--- config.mk ---
export PLATFORM = sky130hd
export DESIGN_NAME = mem_load_store_master
export DESIGN_NICKNAME = d
export VERILOG_FILES = /design/src/rtl/mem_load_store_master.sv
export SDC_FILE = /design/constraint.sdc
export NUM_CORES = 1
export LEC_CHECK = 0
export ABC_AREA = 1
export ABC_CLOCK_PERIOD_IN_PS = 1600
export BUFFER_PORTS_ARGS = -buffer_cell sky130_fd_sc_hd__clkbuf_2
export CAP_MARGIN = 10
export CORE_MARGIN = 1.5
export CORE_UTILIZATION = 49
export CTS_CLUSTER_SIZE = 24
export DETAILED_ROUTE_END_ITERATION = 6
export GPL_ROUTABILITY_DRIVEN = 1
export PLACE_DENSITY_LB_ADDON = 0.08
export SETUP_SLACK_MARGIN = 0.3
export SLEW_MARGIN = 15
export SYNTH_ARGS = -nofsm -noshare
export SYNTH_HDL_FRONTEND = slang
export SYNTH_SLANG_ARGS = --single-unit
--- constraint.sdc ---
create_clock -name clk -period 1.6 [get_ports clk]
set_input_delay 0.32 -clock clk [delete_from_list [all_inputs] [get_ports clk]]
set_output_delay 0.32 -clock clk [all_outputs]
set_load 0.01 [all_outputs]
--- src/rtl/mem_load_store_master.sv ---
// Load/store initiator for the on-chip memory interface. It takes one byte-addressed request
// at a time, steers store data onto byte lanes, extends load data, and aborts when no ack arrives.
module mem_load_store_master #(
    parameter int XLEN           = 32,
    parameter int MEM_ADDR_BITS  = 16,
    parameter int TIMEOUT_CYCLES = 15
) (
    input  logic                     clk,
    input  logic                     sync_reset,
    input  logic                     req_valid,
    output logic                     req_ready,
    input  logic                     req_is_store,
    input  logic [2:0]               req_width,
    input  logic [31:0]              req_addr,
    input  logic [XLEN-1:0]          req_wdata,
    output logic [MEM_ADDR_BITS-1:0] mem_addr,
    output logic                     mem_read_en,
    output logic [XLEN/8-1:0]        mem_write_en,
    output logic [XLEN-1:0]          mem_write_data,
    input  logic [XLEN-1:0]          mem_read_data,
    input  logic                     mem_read_ack,
    input  logic                     mem_write_ack,
    output logic                     rsp_valid,
    output logic [XLEN-1:0]          rsp_rdata,
    output logic                     rsp_misaligned,
    output logic                     rsp_timeout
);
    localparam int LANES = XLEN / 8;

    typedef enum logic [2:0] {IDLE, RD_ISSUE, RD_WAIT, WR_ACTIVE, RESP} state_t;

    state_t                   state_r, state_s;
    logic [2:0]               width_r, width_s;
    logic [1:0]               lo_r, lo_s;
    logic [7:0]               cnt_r, cnt_s;
    logic                     ready_s, read_en_s, rsp_valid_s, mis_s, to_s;
    logic [MEM_ADDR_BITS-1:0] addr_s;
    logic [LANES-1:0]         write_en_s;
    logic [XLEN-1:0]          wdata_s, rdata_s;
    logic                     unused_s;

    assign unused_s = ^req_addr[31:MEM_ADDR_BITS+2];

    function automatic logic is_illegal(input logic is_store, input logic [2:0] width,
                                        input logic [1:0] lo);
        logic bad;
        case (width)
            3'b000:  bad = 1'b0;
            3'b001:  bad = lo[0];
            3'b010:  bad = (lo != 2'b00);
            3'b100:  bad = is_store;
            3'b101:  bad = is_store | lo[0];
            default: bad = 1'b1;
        endcase
        return bad;
    endfunction

    function automatic logic [LANES-1:0] lane_enables(input logic [2:0] width,
                                                      input logic [1:0] lo);
        logic [LANES-1:0] one;
        logic [LANES-1:0] two;
        logic [LANES-1:0] en;
        one = {{(LANES-1){1'b0}}, 1'b1};
        two = {{(LANES-2){1'b0}}, 2'b11};
        case (width[1:0])
            2'b00:   en = one << lo;
            2'b01:   en = two << {lo[1], 1'b0};
            2'b10:   en = {LANES{1'b1}};
            default: en = {LANES{1'b0}};
        endcase
        return en;
    endfunction

    function automatic logic [XLEN-1:0] steer_data(input logic [2:0] width,
                                                   input logic [XLEN-1:0] wdata);
        logic [XLEN-1:0] d;
        case (width[1:0])
            2'b00:   d = {LANES{wdata[7:0]}};
            2'b01:   d = {(LANES/2){wdata[15:0]}};
            default: d = wdata;
        endcase
        return d;
    endfunction

    // Lane shift uses the full low address; halfwords are already known to be aligned.
    function automatic logic [XLEN-1:0] extract(input logic [2:0] width, input logic [1:0] lo,
                                                input logic [XLEN-1:0] rd);
        logic [XLEN-1:0] sh;
        logic [XLEN-1:0] v;
        sh = rd >> {lo, 3'b000};
        case (width)
            3'b000:  v = {{(XLEN-8){sh[7]}}, sh[7:0]};
            3'b100:  v = {{(XLEN-8){1'b0}}, sh[7:0]};
            3'b001:  v = {{(XLEN-16){sh[15]}}, sh[15:0]};
            3'b101:  v = {{(XLEN-16){1'b0}}, sh[15:0]};
            3'b010:  v = rd;
            default: v = {XLEN{1'b0}};
        endcase
        return v;
    endfunction

    // Next-state and next-output logic; every output is registered from these values.
    always_comb begin
        state_s     = state_r;
        width_s     = width_r;
        lo_s        = lo_r;
        cnt_s       = cnt_r;
        addr_s      = mem_addr;
        read_en_s   = 1'b0;
        write_en_s  = mem_write_en;
        wdata_s     = mem_write_data;
        rsp_valid_s = 1'b0;
        rdata_s     = {XLEN{1'b0}};
        mis_s       = 1'b0;
        to_s        = 1'b0;
        case (state_r)
            IDLE: begin
                if (req_valid) begin
                    width_s = req_width;
                    lo_s    = req_addr[1:0];
                    if (is_illegal(req_is_store, req_width, req_addr[1:0])) begin
                        state_s     = RESP;
                        rsp_valid_s = 1'b1;
                        mis_s       = 1'b1;
                    end else if (req_is_store) begin
                        state_s    = WR_ACTIVE;
                        addr_s     = req_addr[MEM_ADDR_BITS+1:2];
                        write_en_s = lane_enables(req_width, req_addr[1:0]);
                        wdata_s    = steer_data(req_width, req_wdata);
                        cnt_s      = 8'd0;
                    end else begin
                        state_s   = RD_ISSUE;
                        addr_s    = req_addr[MEM_ADDR_BITS+1:2];
                        read_en_s = 1'b1;
                        cnt_s     = 8'd0;
                    end
                end else begin
                    state_s = IDLE;
                end
            end
            RD_ISSUE: begin
                state_s = RD_WAIT;
                cnt_s   = cnt_r + 8'd1;
            end
            RD_WAIT: begin
                if (mem_read_ack) begin
                    state_s     = RESP;
                    rsp_valid_s = 1'b1;
                    rdata_s     = extract(width_r, lo_r, mem_read_data);
                end else if (cnt_r == 8'(TIMEOUT_CYCLES)) begin
                    state_s     = RESP;
                    rsp_valid_s = 1'b1;
                    to_s        = 1'b1;
                end else begin
                    cnt_s = cnt_r + 8'd1;
                end
            end
            WR_ACTIVE: begin
                if (mem_write_ack) begin
                    state_s     = RESP;
                    rsp_valid_s = 1'b1;
                    write_en_s  = {LANES{1'b0}};
                end else if (cnt_r == 8'(TIMEOUT_CYCLES)) begin
                    state_s     = RESP;
                    rsp_valid_s = 1'b1;
                    to_s        = 1'b1;
                    write_en_s  = {LANES{1'b0}};
                end else begin
                    cnt_s = cnt_r + 8'd1;
                end
            end
            RESP: begin
                state_s = IDLE;
            end
            default: begin
                state_s    = IDLE;
                write_en_s = {LANES{1'b0}};
            end
        endcase
        ready_s = (state_s == IDLE);
    end

    // State, request context and registered outputs, with synchronous reset.
    always_ff @(posedge clk) begin
        if (sync_reset) begin
            state_r        <= IDLE;
            width_r        <= 3'b000;
            lo_r           <= 2'b00;
            cnt_r          <= 8'd0;
            req_ready      <= 1'b1;
            mem_addr       <= {MEM_ADDR_BITS{1'b0}};
            mem_read_en    <= 1'b0;
            mem_write_en   <= {LANES{1'b0}};
            mem_write_data <= {XLEN{1'b0}};
            rsp_valid      <= 1'b0;
            rsp_rdata      <= {XLEN{1'b0}};
            rsp_misaligned <= 1'b0;
            rsp_timeout    <= 1'b0;
        end else begin
            state_r        <= state_s;
            width_r        <= width_s;
            lo_r           <= lo_s;
            cnt_r          <= cnt_s;
            req_ready      <= ready_s;
            mem_addr       <= addr_s;
            mem_read_en    <= read_en_s;
            mem_write_en   <= write_en_s;
            mem_write_data <= wdata_s;
            rsp_valid      <= rsp_valid_s;
            rsp_rdata      <= rdata_s;
            rsp_misaligned <= mis_s;
            rsp_timeout    <= to_s;
        end
    end
endmodule

==> flow_metrics.env <==
export IMPL_period_share=0.907
export IMPL_hold_buffers=0
export IMPL_final_nets=1041
export IMPL_yosysMostFrequentCell="nand2_1"
export IMPL_die_w_um=104
export IMPL_power_mw=6.00
export IMPL_fin_skew_ps=15.2
export IMPL_end_kind="flop"
export IMPL_grt_max_degree=46
export IMPL_ys_seq_area_frac=0.416
export IMPL_path_depth=10
export IMPL_critPathBufInv=4
export IMPL_cts_max_path_buffers=2
export IMPL_worstPathArrival_ps=1740
export IMPL_worstMarginPinSlew_ps=355
export IMPL_cts_buffers=9
export IMPL_vias=5574
export IMPL_die_area_um2=10900
export IMPL_grt_pass1_vias=5238
export IMPL_ir_worst_vdd_uv=1010
export IMPL_crit_path_frequent_cell="nand2_4"
export IMPL_drv_cap=0
export IMPL_fillers=814
export IMPL_die_height_um=104
export IMPL_synth_fp_nets=839
export IMPL_synth_top_cell_area_share=0.416
export IMPL_cp_cell_sequence="inv_4 > nand2_4 > nor2_8 > nand2_4 > clkinv_4 > nand3_4 > buf_6 > clkbuf_16 > o21ai_2 > a21oi_2"
export IMPL_syn_area_um2=5050
export IMPL_fin_setup_tns_ps=0
export IMPL_grt_pass1_wl_mm=24.9
export IMPL_placed_cells=1027
export IMPL_r2r_start="state_r[1]"
export IMPL_clkTransAtPathRegs_ps=90
export IMPL_seqCellArea_um2=2130
export IMPL_outcome="completed"
export IMPL_r2r_slack_ps=150
export IMPL_drive_gt1_frac=0.403
export IMPL_cp_required_ps=1890
export IMPL_overflow=0
export IMPL_cpLargestDelayFamily="buffers and inverters"
export IMPL_htreeDepth=3
export IMPL_ys_top_cells_by_count="158 x nand2_1, 109 x inv_1, 105 x dfxtp_1, 91 x a21oi_1, 69 x o21ai_0"
export IMPL_multi_input_area_um2=2840
export IMPL_cts_sinks=105
export IMPL_area_growth_syn_to_layout_pct=43.3
export IMPL_gp_congestion=0.912
export IMPL_cts_root_buf="clkbuf_8"
export IMPL_ios=194
export IMPL_syn_inst=733
export IMPL_coreArea_um2=9860
export IMPL_antennaDiodeCount=0
export IMPL_holdPathStages=3
export IMPL_finalSetupViolCount=0
export IMPL_wl_per_cell_um=14.9
export IMPL_drt_total_wl_mm=16.0
export IMPL_synth_ff_type="dfxtp_1"
export IMPL_hold_end="mem_addr[15]"
export IMPL_power_density_nw_per_um2=830
export IMPL_first_iter_violations=242
export IMPL_synth_edff_count=0
export IMPL_first_pass_iters=5
export IMPL_cts_tree="done"
export IMPL_antenna_left=0
export IMPL_r2r_end="mem_write_data[22]"
export IMPL_cp_max_fo=8
export IMPL_cellLeakagePower_nw=3.44
export IMPL_hp_start="req_addr[17]"
export IMPL_gr_usage_all_layers=0.285
export IMPL_max_freq_mhz=689
export IMPL_layout_cells_non_filler=1073
export IMPL_slowest_stage="dfxtp_2"
export IMPL_synthTopCellsByArea="dfxtp_1 42%, nand2_1 12%, a21oi_1 9.0%"
export IMPL_maxSlewHeadroom=0.761
export IMPL_drv_slew=0
export IMPL_syn_avg_cell_area_um2=6.89
export IMPL_r2r_cells=10
export IMPL_critPathMaxStageDelay_ps=340
export IMPL_io_buffers=179
export IMPL_synth_distinct_cells=31
export IMPL_ys_warn_count=0
export IMPL_dpl_hpwl_mm=10.0
export IMPL_avgViaCountPerCell=5.19
export IMPL_holdCritPathClass="in2reg"
export IMPL_ys_async_sr_fraction=0
export IMPL_period_minus_slack_ps=1450
export IMPL_clk_latency_ps=390
export IMPL_drc=0
export IMPL_ys_ff_latch=105
export IMPL_rsz0062_at_grt="true"
export IMPL_synth_top_cell_by_area="dfxtp_1"
export IMPL_antenna_found_initial=0
export IMPL_start_util=0.512
export IMPL_row_count=36
export IMPL_hold_viol=0
export IMPL_critical_path_class="reg2reg"
export IMPL_start_kind="flop"
worst min-delay path, cell delays in order:
cell	delay [ps]
clkbuf_2	90
nand3_2	70
a21oi_2	40
final cells by class:
cell class	count	share of cell area
Timing Repair Buffer	224	0.202
Clock inverter	5	0.00761
Multi-Input combinational cell	481	0.393
Clock buffer	11	0.0196
Tap cell	133	0.0230
Sequential cell	105	0.294
Inverter	114	0.0609
through the flow:
stage | utilization | area (µm²) | setup WS [ps] | hold WS [ps]
2_1_floorplan | - | 5110 | 234 | 399
3_3_place_gp | 0.620 | 6110 | 105 | 430
3_5_place_dp | 0.620 | 6110 | 13.4 | 436
4_1_cts | 0.693 | 6830 | 174 | 154
5_1_grt | 0.733 | 7230 | 35.7 | 142
6_report | 0.733 | 7230 | 149 | 168
layer usage:
metal  up-vias  global-route usage  wire length [µm]
met1      2539               0.347              6570
met4         0               0.124               587
met5         -                   0                 0
li1       2767                   -                 -
met3        46              0.0652              1000
met2       222               0.479              7810
report_power, final:
part	internal, mW	switching (mW)	total [mW]
clock network	0.762	0.933	1.69
logic	0.612	0.903	1.51
registers	2.72	0.0723	2.79
total	4.09	1.91	6.00
state kept, by name, indices dropped and copies added (netlist names):
register and flops:
mem_write_data 32, rsp_valid 1, req_ready 1, rsp_timeout 1, rsp_misaligned 1, state_r 3
width_r 3, mem_addr 16, mem_read_en 1, mem_write_en 4, rsp_rdata 32, lo_r 2
cnt_r 8
worst max-delay path by stage:
stage	start	slack [ps]	to
2_1_floorplan	state_r[0]	230	mem_write_data[10]
3_3_place_gp	lo_r[0]	110	rsp_rdata[26]
3_5_place_dp	lo_r[0]	10	rsp_rdata[22]
4_1_cts	state_r[2]	170	mem_write_en[2]
5_1_grt	state_r[1]	40	state_r[1]
6_report	state_r[1]	150	mem_write_data[22]
logic make-up after synthesis:
group / after synthesis / share of synthesized area
buffers and inverters: 150 / 0.128
xor gates and xnor gates: 1 / 0.00174
adders and majority gates: 1 / 0.00248
and+or+nand+nor: 272 / 0.238
DFF: 105 / 0.416
AOI/OAI and AO/OA: 204 / 0.213
layout by cell type, fill, tap and decap left out, drive strengths merged:
| master | instances |
|---|---|
| o21ai | 94 |
| xor2 | 1 |
| ha | 1 |
| dfxtp | 105 |
| clkbuf | 191 |
| or2 | 4 |
| nand3b | 1 |
| nor3 | 7 |
| inv | 113 |
| bufinv | 1 |
| and3 | 1 |
| nand3 | 47 |
| a31oi | 1 |
| a31o | 5 |
| clkinvlp | 2 |
| o211ai | 12 |
| clkinv | 3 |
| a21oi | 91 |
| nand2 | 169 |
| nor2 | 46 |
| a22oi | 1 |
| buf | 44 |
what timing repair did:
item | in CTS | in global routing
buffers inserted | 18 | 3
resized for setup | 54 | 107
hold endpoints to repair | 0 | 0
setup endpoints to repair | 99 | 103
pin swaps | 19 | 29
cloned | 8 | 1
No activity file was read; power rests on OpenSTA's default activity.
